File: src/rtl/daten_bus_verteiler.sv
// Data bus splitter: routes CPU data accesses to the data RAM or to a small IO block (LEDs, buttons, cycle counter, status).
// Optional RAM wait timeout with sticky bus error is enabled by defining DATEN_BUS_TIMEOUT_EN.
module daten_bus_verteiler #(
   parameter int unsigned DATENBREITE      = 32,
   parameter int unsigned RAM_ADRESSBREITE = 8,
   parameter int unsigned LED_BREITE       = 8,
   parameter int unsigned TASTER_BREITE    = 4,
   parameter int unsigned TIMEOUT_ZYKLEN   = 16
) (
   input  logic                        Clock,
   input  logic                        Reset,
   input  logic [31:0]                 DatenAdresse,
   input  logic [DATENBREITE-1:0]      DatenVonCPU,
   input  logic                        LeseDaten,
   input  logic                        SchreibeDaten,
   output logic [DATENBREITE-1:0]      DatenZuCPU,
   output logic                        DatenGeladen,
   output logic                        DatenGespeichert,
   output logic [RAM_ADRESSBREITE-1:0] RAMAdresse,
   output logic [DATENBREITE-1:0]      RAMDatenRein,
   output logic                        RAMLesenAn,
   output logic                        RAMSchreibenAn,
   input  logic [DATENBREITE-1:0]      RAMDatenRaus,
   input  logic                        RAMDatenBereit,
   input  logic                        RAMDatenGeschrieben,
   input  logic [TASTER_BREITE-1:0]    Taster,
   output logic [LED_BREITE-1:0]       Led,
   output logic                        BusFehler
);

   typedef enum logic [1:0] {LEERLAUF, RAM_WARTEN, QUITTUNG} zustand_t;

   zustand_t                 zustand;
   logic                     istSchreiben;
   logic [DATENBREITE-1:0]   zyklusZaehler;
   logic [TASTER_BREITE-1:0] tasterSync1;
   logic [TASTER_BREITE-1:0] tasterSync2;
   logic [DATENBREITE-1:0]   ioLeseWert;
   logic                     ramFertig;
   logic                     unusedBits;

`ifdef DATEN_BUS_TIMEOUT_EN
   localparam int unsigned WARTE_BREITE = $clog2(TIMEOUT_ZYKLEN + 1);
   localparam logic [31:0] FEHLER_WERT  = 32'hDEADBEEF;
   logic [WARTE_BREITE-1:0] warteZaehler;
   logic                    busFehlerReg;
   assign BusFehler  = busFehlerReg;
   assign unusedBits = ^{DatenAdresse[30:4]};
`else
   assign BusFehler  = 1'b0;
   assign unusedBits = ^{DatenAdresse[30:4], 32'(TIMEOUT_ZYKLEN)};
`endif

   // IO read mux, selected by the live address while the request is accepted
   always_comb begin
      ioLeseWert = '0;
      case (DatenAdresse[3:2])
         2'd0:    ioLeseWert = DATENBREITE'(Led);
         2'd1:    ioLeseWert = DATENBREITE'(tasterSync2);
         2'd2:    ioLeseWert = zyklusZaehler;
         default: ioLeseWert = DATENBREITE'(BusFehler);
      endcase
   end

   assign ramFertig = istSchreiben ? RAMDatenGeschrieben : RAMDatenBereit;

   always_ff @(posedge Clock) begin
      if (!Reset) begin
         zustand          <= LEERLAUF;
         istSchreiben     <= 1'b0;
         zyklusZaehler    <= '0;
         tasterSync1      <= '0;
         tasterSync2      <= '0;
         DatenZuCPU       <= '0;
         DatenGeladen     <= 1'b0;
         DatenGespeichert <= 1'b0;
         RAMAdresse       <= '0;
         RAMDatenRein     <= '0;
         RAMLesenAn       <= 1'b0;
         RAMSchreibenAn   <= 1'b0;
         Led              <= '0;
`ifdef DATEN_BUS_TIMEOUT_EN
         warteZaehler     <= '0;
         busFehlerReg     <= 1'b0;
`endif
      end else begin
         zyklusZaehler    <= zyklusZaehler + DATENBREITE'(1);
         tasterSync1      <= Taster;
         tasterSync2      <= tasterSync1;
         DatenGeladen     <= 1'b0;
         DatenGespeichert <= 1'b0;
         case (zustand)
            LEERLAUF: begin
               // write wins when both requests are raised together
               if (SchreibeDaten || LeseDaten) begin
                  istSchreiben <= SchreibeDaten;
                  RAMAdresse   <= DatenAdresse[RAM_ADRESSBREITE-1:0];
                  RAMDatenRein <= DatenVonCPU;
                  if (DatenAdresse[31]) begin
                     zustand <= QUITTUNG;
                     if (SchreibeDaten) begin
                        DatenGespeichert <= 1'b1;
                        if (DatenAdresse[3:2] == 2'd0)
                           Led <= DatenVonCPU[LED_BREITE-1:0];
`ifdef DATEN_BUS_TIMEOUT_EN
                        if (DatenAdresse[3:2] == 2'd3 && DatenVonCPU[0])
                           busFehlerReg <= 1'b0;
`endif
                     end else begin
                        DatenGeladen <= 1'b1;
                        DatenZuCPU   <= ioLeseWert;
                     end
                  end else begin
                     zustand        <= RAM_WARTEN;
                     RAMSchreibenAn <= SchreibeDaten;
                     RAMLesenAn     <= !SchreibeDaten;
`ifdef DATEN_BUS_TIMEOUT_EN
                     warteZaehler   <= '0;
`endif
                  end
               end
            end
            RAM_WARTEN: begin
               if (ramFertig) begin
                  zustand        <= QUITTUNG;
                  RAMLesenAn     <= 1'b0;
                  RAMSchreibenAn <= 1'b0;
                  if (istSchreiben) begin
                     DatenGespeichert <= 1'b1;
                  end else begin
                     DatenGeladen <= 1'b1;
                     DatenZuCPU   <= RAMDatenRaus;
                  end
               end
`ifdef DATEN_BUS_TIMEOUT_EN
               // RAM silent too long: abort with error value and a normal acknowledge
               else if (warteZaehler == WARTE_BREITE'(TIMEOUT_ZYKLEN - 1)) begin
                  zustand        <= QUITTUNG;
                  RAMLesenAn     <= 1'b0;
                  RAMSchreibenAn <= 1'b0;
                  busFehlerReg   <= 1'b1;
                  if (istSchreiben) begin
                     DatenGespeichert <= 1'b1;
                  end else begin
                     DatenGeladen <= 1'b1;
                     DatenZuCPU   <= DATENBREITE'(FEHLER_WERT);
                  end
               end else begin
                  warteZaehler <= warteZaehler + WARTE_BREITE'(1);
               end
`endif
            end
            QUITTUNG: zustand <= LEERLAUF;
            default:  zustand <= LEERLAUF;
         endcase
      end
   end

endmodule

File: config.mk
export PLATFORM = sky130hd
export DESIGN_NAME = daten_bus_verteiler
export DESIGN_NICKNAME = d
export VERILOG_FILES = /design/src/rtl/daten_bus_verteiler.sv
export SDC_FILE = /design/constraint.sdc
export NUM_CORES = 1
export LEC_CHECK = 0
export CORE_ASPECT_RATIO = 1.1
export CORE_UTILIZATION = 40
export DETAILED_ROUTE_END_ITERATION = 16
export GPL_ROUTABILITY_DRIVEN = 0
export PLACE_DENSITY = 0.79
export SYNTH_ARGS = -nofsm -noshare
export SYNTH_HDL_FRONTEND = slang
export SYNTH_SLANG_ARGS = --single-unit
File: constraint.sdc
create_clock -name Clock -period 4.6 [get_ports Clock]
set_input_delay 0.92 -clock Clock [delete_from_list [all_inputs] [get_ports Clock]]
set_output_delay 0.92 -clock Clock [all_outputs]
set_load 0.02 [all_outputs]
* Word-level counts from Yosys, hierarchy flattened
Index checks and enable logic that the tools add are counted.
** Storage, ports and cells
- Flip-flop bits (word level) :: 127
- Input port bits :: 106
- Output and inout port bits :: 85
** Operators by class
- Add/sub/neg operators :: 1
- Equality and inequality tests :: 9
- Multiplexer cells :: 31
- Reduce and logical (&&, ||, !) cells :: 10
** Operator list (number)
- $mux 32 :: 5
- $pmux 32 s3 :: 1
- $pmux 32 s2 :: 1
- $add 32x1->32 const B :: 1
- $mux 1 :: 16
- $ne 2x2->1 const B :: 6
- $pmux 1 s2 :: 4
- $mux 2 :: 3
- $reduce_and 6->1 :: 1
- $reduce_and 5->1 :: 1
- $eq 2x1->1 const B :: 2
- $logic_not 2->1 :: 2
- $pmux 2 s2 :: 1
- $reduce_and 2->1 :: 2
- $reduce_and 4->1 :: 1
- $eq 2x2->1 const B :: 1
- $reduce_bool 2->1 :: 1
- $logic_not 1->1 :: 1
- $logic_or 1x1->1 :: 1

* Longest topological paths before layout
Gate-level depths: netlist (run 1).
- Depth in word-level cells :: 6
- Mapped depth :: 7
- Gate-level depth less buffers :: 5

* Worst setup path after synthesis (run 1)
Ideal clock, no wire load.
- Path kind :: input-to-reg
- Start point :: input port SchreibeDaten
- End point :: register DatenZuCPU[2]
- Setup time :: 0.070 ns
- Arrival :: 2.129 ns
- Data required time :: 4.530 ns
- Setup slack :: 2.400 ns
- Stages on the path :: 6
- Path buffers :: 2
- Cell sequence :: clkbuf_1 -> nand4bb_1 -> a21oi_1 -> clkbuf_1 -> o221ai_1 -> a21oi_1
** Between the ends
- Cells in the longest elaborated chain, start to end :: 3
** RTL lines
- start, declared :: RTL line 15 : input logic SchreibeDaten,
- $logic_or 1x1->1 :: RTL line 95 : if (SchreibeDaten || LeseDaten) begin
- $ne 2x2->1 (no line)
- $reduce_and 6->1 (no line) *
- end signal, assigned :: RTL line 111 : DatenZuCPU <= ioLeseWert;
- end signal, assigned :: RTL line 132 : DatenZuCPU <= RAMDatenRaus;
- end, declared :: RTL line 16 : output logic [DATENBREITE-1:0] DatenZuCPU,
Every way passes the cells marked *; elsewhere a longest branch is shown, timed or not.
A chain may end at the register's enable or synchronous reset.

* Worst setup path after layout (run 1)
- Start point :: input port SchreibeDaten
- End point :: register DatenZuCPU[9]
The elaborated chain is that of the path after synthesis.

==> impl_metrics.prom, run 1 <==
# TYPE chip_impl_metric gauge
chip_impl_metric{name="postSynthNetCount",unit=""} 706
chip_impl_metric{name="synthDistinctLibCells",unit=""} 46
chip_impl_info{name="post-synth-top-area-cell",value="dfxtp_1"} 1
chip_impl_metric{name="detailed_place.area",unit="um^2"} 6860
chip_impl_metric{name="grt_start_max_net_pins",unit=""} 61
chip_impl_info{name="cts_tree",value="yes"} 1
chip_impl_metric{name="hold_violations",unit=""} 0
chip_impl_metric{name="setup_viol",unit=""} 0
chip_impl_info{name="critical_path.slowest_cell",value="a21o_1"} 1
chip_impl_metric{name="layout.nets",unit=""} 851
chip_impl_metric{name="wl_met1",unit="um"} 6170
chip_impl_metric{name="final-max-slew-violation-count",unit=""} 0
chip_impl_metric{name="cp.arrival",unit="ps"} 3010
chip_impl_metric{name="syn_inst",unit=""} 599
chip_impl_metric{name="antenna_found_initial",unit=""} 0
chip_impl_metric{name="routed_wirelength",unit="um"} 14700
chip_impl_info{name="ys_top_cells_by_area",value="dfxtp_1 50%, nand2_1 6.9%, a21oi_1 6.2%"} 1
chip_impl_metric{name="fillerInstances",unit=""} 1044
chip_impl_metric{name="power.density",unit="nW/um^2"} 409
chip_impl_metric{name="detailroute.wirelength.met3",unit="um"} 903
chip_impl_metric{name="yosysWarnings",unit=""} 0
chip_impl_metric{name="layout.cells.non_filler",unit=""} 914
chip_impl_info{name="worst-setup-path-type",value="in2reg"} 1
chip_impl_metric{name="dr.pass1.iters",unit=""} 5
chip_impl_info{name="worst_hold_path.endpoint",value="tasterSync2[3]"} 1
chip_impl_metric{name="critPathBufInv",unit=""} 1
chip_impl_metric{name="synth_seq_area_share",unit="%"} 49.6
chip_impl_metric{name="leakage_power_of_the_design",unit="nW"} 2.75
chip_impl_info{name="end_kind",value="flop"} 1
chip_impl_metric{name="clock_path_buffers",unit=""} 2
chip_impl_metric{name="finalCritPeriodShare",unit="%"} 58.4
chip_impl_metric{name="ff_latch_area",unit="um^2"} 2540
chip_impl_metric{name="worstMarginPinSlew",unit="ps"} 1270
chip_impl_metric{name="first_global_vias",unit=""} 4704
chip_impl_metric{name="cts_hold_repair.buffers",unit=""} 0
chip_impl_metric{name="synth_enable_flop_cells",unit=""} 0
chip_impl_metric{name="mean_area_per_synthesized_cell",unit="um^2"} 8.56
chip_impl_metric{name="timing.final.crit_period",unit="ps"} 2690
chip_impl_info{name="status",value="finished, final reports clean"} 1
chip_impl_metric{name="htree_levels",unit=""} 4
chip_impl_info{name="timing.critical_path.cells",value="clkdlybuf4s50_1 -> nand4bb_1 -> a21o_1 -> a221oi_1 -> nor3_1"} 1
chip_impl_metric{name="min_path_cells",unit=""} 1
chip_impl_metric{name="detail_route.drc_violations",unit=""} 0
chip_impl_metric{name="finClkSkew",unit="ps"} 7.18
chip_impl_metric{name="initial_core_util",unit="%"} 40.9
chip_impl_metric{name="fmaxAchievable",unit="MHz"} 372
chip_impl_metric{name="cts.repair.resized",unit=""} 0
chip_impl_metric{name="timing.critical_path.required",unit="ps"} 4920
chip_impl_metric{name="synth_top_cell_area_share",unit="%"} 49.6
chip_impl_metric{name="synthesis.area",unit="um^2"} 5130
chip_impl_info{name="maxUsedRoutingLayer",value="met4"} 1
chip_impl_metric{name="area.growth.synth_to_final",unit="%"} 46.0
chip_impl_metric{name="1st_iter_drt_viols",unit=""} 409
chip_impl_metric{name="die-area",unit="um^2"} 13300
chip_impl_metric{name="r2r_cells",unit=""} 5
chip_impl_info{name="worst_r2r_startpoint",value="zyklusZaehler[0]"} 1
chip_impl_metric{name="die_width",unit="um"} 110
chip_impl_metric{name="via_per_inst",unit=""} 5.45
chip_impl_metric{name="design.core.area",unit="um^2"} 12500
chip_impl_metric{name="async_reset_ff_share",unit="%"} 0
chip_impl_metric{name="maxSlewHeadroom",unit="%"} 13.1
chip_impl_metric{name="cts-buffers-inserted",unit=""} 17
chip_impl_metric{name="portBuffers",unit=""} 166
chip_impl_info{name="grt_setup_unrepaired",value="no"} 1
chip_impl_metric{name="maxCapViolCount",unit=""} 0
chip_impl_info{name="synth.most_common_cell",value="dfxtp_1"} 1
chip_impl_info{name="timing.rr.end",value="zyklusZaehler[30]"} 1
chip_impl_metric{name="ir_drop",unit="uV"} 347
chip_impl_metric{name="post-place-cells",unit=""} 882
chip_impl_info{name="hp-class",value="reg2reg"} 1
chip_impl_metric{name="route.met2.wl",unit="um"} 7240
chip_impl_metric{name="groute.usage.overall",unit="%"} 22.2
chip_impl_info{name="cts.root.buffer_cell",value="clkbuf_16"} 1
chip_impl_metric{name="boundaryPins",unit=""} 191
chip_impl_metric{name="placement_rows",unit=""} 43
chip_impl_info{name="min-delay-start",value="tasterSync1[3]"} 1
chip_impl_metric{name="wire_length_of_the_first_global_routing_pass",unit="um"} 23000
chip_impl_info{name="postSynth.topFlopCell",value="dfxtp_1"} 1
chip_impl_metric{name="path_max_fanout",unit=""} 33
chip_impl_metric{name="finish.instance_area",unit="um^2"} 7490
chip_impl_metric{name="area_used_by_multi_input_combinational_logic",unit="um^2"} 2380
chip_impl_metric{name="crit_path_max_incr_delay",unit="ps"} 850
chip_impl_metric{name="final_layout_setup_total_negative_slack",unit="ps"} 0
chip_impl_metric{name="ys_seq_elements",unit=""} 127
chip_impl_metric{name="total_power",unit="mW"} 3.06
chip_impl_metric{name="layout-drive-gt1-share",unit="%"} 6.61
chip_impl_metric{name="clock_slew_at_the_register_clock_pins_of_the_worst_setup_and_hold_paths",unit="ps"} 50
chip_impl_info{name="synth_commonest_cells",value="127 x dfxtp_1, 94 x nand2_1, 64 x a21oi_1, 61 x nor2_1, 38 x clkbuf_1"} 1
chip_impl_metric{name="reg2reg_slack",unit="ps"} 2320
chip_impl_metric{name="post_cts.repair.setup_buffers",unit=""} 0
chip_impl_metric{name="worst_skew_pair.late_latency",unit="ps"} 410
chip_impl_metric{name="wl_per_cell",unit="um"} 16.1
chip_impl_metric{name="n_antenna_cell",unit=""} 0
chip_impl_metric{name="postRouteAntennaNets",unit=""} 0
chip_impl_info{name="crit_path_start_kind",value="primary input"} 1
chip_impl_metric{name="via_count",unit=""} 4979
chip_impl_info{name="crit_family",value="compound AO/OA/AOI/OAI gates"} 1
chip_impl_metric{name="fp.dieH",unit="um"} 121
chip_impl_metric{name="gr_overflow_total",unit=""} 0
chip_impl_metric{name="place_hpwl",unit="um"} 9990
chip_impl_metric{name="numClockSinks",unit=""} 127
-- worst max-delay path by stage --
| stage | slack [ps] | to | from | cells after the start |
|---|---|---|---|---|
| after floorplan | 2400 | DatenZuCPU[2] | SchreibeDaten | 6 |
| after global placement | 1570 | DatenZuCPU[9] | SchreibeDaten | 5 |
| after detailed placement | 1520 | DatenZuCPU[9] | SchreibeDaten | 5 |
| after CTS | 1910 | DatenZuCPU[10] | SchreibeDaten | 5 |
| after global routing | 1770 | DatenZuCPU[10] | SchreibeDaten | 5 |
| final | 1910 | DatenZuCPU[9] | SchreibeDaten | 5 |
-- report_power, final --
part           internal (mW)  total (mW)  switching [mW]
clock                  0.897        1.39           0.493
combinational          0.224       0.467           0.244
sequential              1.17        1.20          0.0383
total                   2.29        3.06           0.776
-- area by class of cell --
cell class,count,share of cell area [%]
inverter,5,0.267
sequential,127,33.9
clock inverter,12,2.12
timing repair buffer,173,23.1
tap,157,2.62
clock buffer,20,6.23
multi-input combinational,420,31.8
-- kinds of logic (layout without fill, tap and decap cells) --
group | count (synthesis) | count (layout) | share of synthesized area [%]
AOI/OAI and AO/OA | 126 | 126 | 15.8
other | 1 | 1 | 0.0731
and+or+nand+nor | 262 | 262 | 24.3
buffers and inverters | 52 | 210 | 4.44
DFF | 127 | 127 | 49.6
muxes | 16 | 16 | 3.12
xor gates and xnor gates | 14 | 14 | 2.39
adders and majority gates | 1 | 1 | 0.244
-- layout by cell type (no fill, tap or decap), types with 6 or more instances in the layout --
cell / count
mux2i_1: 16
xnor2_1: 8
clkbuf_16: 17
or4_1: 15
buf_4: 6
nor2_1: 61
nand4_1: 7
a221oi_1: 24
a21oi_1: 63
and2_1: 10
clkdlybuf4s50_1: 166
dfxtp_1: 127
nand2_1: 94
o31ai_1: 16
nor3_1: 35
nand3_1: 15
xor2_1: 6
-- state kept, by name (all words and copies together) (netlist names) --
signal            flops
tasterSync1           4
RAMLesenAn            1
RAMSchreibenAn        1
Led                   8
zustand               2
istSchreiben          1
zyklusZaehler        32
RAMAdresse            8
DatenZuCPU           32
tasterSync2           4
RAMDatenRein         32
DatenGeladen          1
DatenGespeichert      1
-- metal layers --
metal	global-route usage, %	up-vias
met4	9.75	0
met3	4.85	33
met1	26.8	2319
met5	0	-
li1	-	2418
met2	37.2	209
-- metrics by stage --
| step | setup slack (ps) | util (%) | hold slack (ps) |
|---|---|---|---|
| 2_1_floorplan | 2400 | - | 412 |
| 3_3_place_gp | 1570 | 54.8 | 416 |
| 3_5_place_dp | 1520 | 54.8 | 422 |
| 4_1_cts | 1910 | 59.7 | 433 |
| 5_1_grt | 1770 | 59.7 | 444 |
| 6_report | 1910 | 59.7 | 432 |
(Power assumes the default switching activity.)
==> inputs of run 2 (changes only) <==
PLACE_DENSITY = 0.82   (was 0.79)
clock period = 2.32 ns   (was 4.6 ns; I/O delays follow)
==> impl_metrics.prom, run 2 (synthesis results as in run 1) <==
# TYPE chip_impl_metric gauge
chip_impl_info{name="status",value="finished, final reports clean"} 1
chip_impl_metric{name="1st_iter_drt_viols",unit=""} 374
chip_impl_metric{name="layout.nets",unit=""} 866
chip_impl_metric{name="ir_drop",unit="uV"} 447
chip_impl_metric{name="first_global_vias",unit=""} 4903
chip_impl_info{name="mostFrequentLayoutCell",value="clkdlybuf4s50_1"} 1
chip_impl_metric{name="fp.dieH",unit="um"} 121
chip_impl_metric{name="postRouteAntennaNets",unit=""} 0
chip_impl_metric{name="cts_hold_repair.buffers",unit=""} 0
chip_impl_metric{name="htree_levels",unit=""} 4
chip_impl_metric{name="detailroute.wirelength.met3",unit="um"} 984
chip_impl_info{name="worst_r2r_startpoint",value="zyklusZaehler[2]"} 1
chip_impl_metric{name="post_cts.repair.setup_buffers",unit=""} 0
chip_impl_metric{name="die-area",unit="um^2"} 13300
chip_impl_metric{name="via_per_inst",unit=""} 5.48
chip_impl_metric{name="via_count",unit=""} 5092
chip_impl_metric{name="timing.final.crit_period",unit="ps"} 2210
chip_impl_metric{name="maxCapViolCount",unit=""} 0
chip_impl_metric{name="hold_violations",unit=""} 0
chip_impl_metric{name="gr_overflow_total",unit=""} 0
chip_impl_metric{name="design.core.area",unit="um^2"} 12500
chip_impl_info{name="maxUsedRoutingLayer",value="met4"} 1
chip_impl_metric{name="clock_path_buffers",unit=""} 2
chip_impl_info{name="cts_tree",value="yes"} 1
chip_impl_metric{name="r2r_cells",unit=""} 4
chip_impl_metric{name="die_width",unit="um"} 110
chip_impl_metric{name="final_layout_setup_total_negative_slack",unit="ps"} 0
chip_impl_info{name="final_cell_mix",value="166 x clkdlybuf4s50_1, 127 x dfxtp_1, 94 x nand2_1"} 1
chip_impl_metric{name="n_antenna_cell",unit=""} 0
chip_impl_metric{name="timing.critical_path.required",unit="ps"} 2650
chip_impl_metric{name="wire_length_of_the_first_global_routing_pass",unit="um"} 23900
chip_impl_metric{name="finClkSkew",unit="ps"} 9.54
chip_impl_metric{name="pre_cts_ws",unit="ps"} 90.2
chip_impl_metric{name="fmaxAchievable",unit="MHz"} 453
chip_impl_metric{name="detail_route.drc_violations",unit=""} 0
chip_impl_metric{name="power.density",unit="nW/um^2"} 786
chip_impl_metric{name="finalCritPeriodShare",unit="%"} 95.1
chip_impl_metric{name="maxSlewHeadroom",unit="%"} 58.6
chip_impl_metric{name="setup_viol",unit=""} 0
chip_impl_info{name="end_kind",value="flop"} 1
chip_impl_metric{name="final-max-slew-violation-count",unit=""} 0
chip_impl_metric{name="dr.pass1.iters",unit=""} 7
chip_impl_metric{name="place_hpwl",unit="um"} 10800
chip_impl_info{name="grt_setup_unrepaired",value="no"} 1
chip_impl_metric{name="path_max_fanout",unit=""} 8
chip_impl_metric{name="antenna_found_initial",unit=""} 0
chip_impl_metric{name="leakage_power_of_the_design",unit="nW"} 2.82
chip_impl_metric{name="setup_slack",unit="ps"} 114
chip_impl_metric{name="worstMarginPinSlew",unit="ps"} 620
chip_impl_metric{name="cts-buffers-inserted",unit=""} 17
chip_impl_metric{name="cts.repair.resized",unit=""} 0
chip_impl_info{name="crit_path_start_kind",value="flop"} 1
chip_impl_metric{name="routed_wirelength",unit="um"} 15200
chip_impl_info{name="reg.largest.list",value="DatenZuCPU: 32 flops, RAMDatenRein: 32 flops, zyklusZaehler: 32 flops"} 1
chip_impl_metric{name="route.met2.wl",unit="um"} 7820
chip_impl_metric{name="wl_per_cell",unit="um"} 16.4
chip_impl_metric{name="numClockSinks",unit=""} 127
chip_impl_metric{name="wl_met1",unit="um"} 6070
chip_impl_info{name="timing.rr.end",value="zyklusZaehler[31]"} 1
chip_impl_metric{name="worst_skew_pair.late_latency",unit="ps"} 420
chip_impl_info{name="hp-class",value="reg2reg"} 1
chip_impl_metric{name="layout-drive-gt1-share",unit="%"} 8.42
chip_impl_info{name="worst-setup-path-type",value="reg2reg"} 1
chip_impl_info{name="startpoint",value="zyklusZaehler[2]"} 1
chip_impl_metric{name="clock_slew_at_the_register_clock_pins_of_the_worst_setup_and_hold_paths",unit="ps"} 60
chip_impl_metric{name="initial_core_util",unit="%"} 40.9
chip_impl_metric{name="boundaryPins",unit=""} 191
chip_impl_metric{name="groute.usage.overall",unit="%"} 23.3
chip_impl_metric{name="portBuffers",unit=""} 166
chip_impl_info{name="cts.root.buffer_cell",value="clkbuf_16"} 1
chip_impl_metric{name="cp.arrival",unit="ps"} 2540
chip_impl_metric{name="reg2reg_slack",unit="ps"} 110
chip_impl_metric{name="placement_rows",unit=""} 43
chip_impl_metric{name="holdWs",unit="ps"} 437
chip_impl_metric{name="grt_start_max_net_pins",unit=""} 41
chip_impl_info{name="worstSetupEndpoint",value="zyklusZaehler[31]"} 1
chip_impl_metric{name="min_path_cells",unit=""} 1
chip_impl_info{name="min-delay-start",value="tasterSync1[3]"} 1
chip_impl_metric{name="area.growth.synth_to_final",unit="%"} 48.3
## run 2: changes by cell type in the layout (fill, tap and decap cells not counted), moves of 2 or more
cell	change
buf_4	+12
clkinv_4	-2
clkinv_2	+2
buf_12	+3
## run 2: metrics by stage
step / util [%] / total power, mW / instance area [um^2] / cells
3_3_place_gp: 56.0 / 3.36 / 7010 / 897
5_1_grt: 60.7 / 6.19 / 7600 / 929
2_1_floorplan: - / 2.89 / 5130 / 599
4_1_cts: 60.7 / 6.00 / 7600 / 929
6_report: 60.7 / 5.98 / 7600 / 929
3_5_place_dp: 56.0 / 3.39 / 7010 / 897
## run 2: how the worst min path moves through the flow
stage	endpoint	slack, ps
after CTS	tasterSync2[3]	440
after detailed placement	tasterSync2[3]	420
after floorplan	tasterSync2[0]	410
after global placement	tasterSync2[3]	420
after global routing	tasterSync2[1]	450
final	tasterSync2[3]	440
## run 2: cell type report
class	count	area, um^2
sequential	127	2540
multi-input combinational	420	2380
clock buffer	19	453
tap	157	196
clock inverter	13	138
timing repair buffer	188	1880
inverter	5	20.0
fill	1023	4930
## run 2: critical path, cell delays in order, from the launching register on
cell	delay (ps)
dfxtp_1	470
nand3_1	260
or4_1	680
or4_1	530
a21oi_1	170
## run 2: metal layers
metal,GRT usage (%),up-vias
met2,40.6,213
met3,5.34,39
li1,-,2446
met4,9.67,0
met1,27.1,2394
met5,0,-
## run 2: where the power goes
| part | internal (mW) | total, mW | leakage (nW) | switching (mW) |
|---|---|---|---|---|
| logic | 0.467 | 0.962 | 1.50 | 0.495 |
| clock network | 1.64 | 2.63 | 0.274 | 0.997 |
| registers | 2.31 | 2.39 | 1.04 | 0.0760 |
| total | 4.41 | 5.98 | 2.82 | 1.57 |
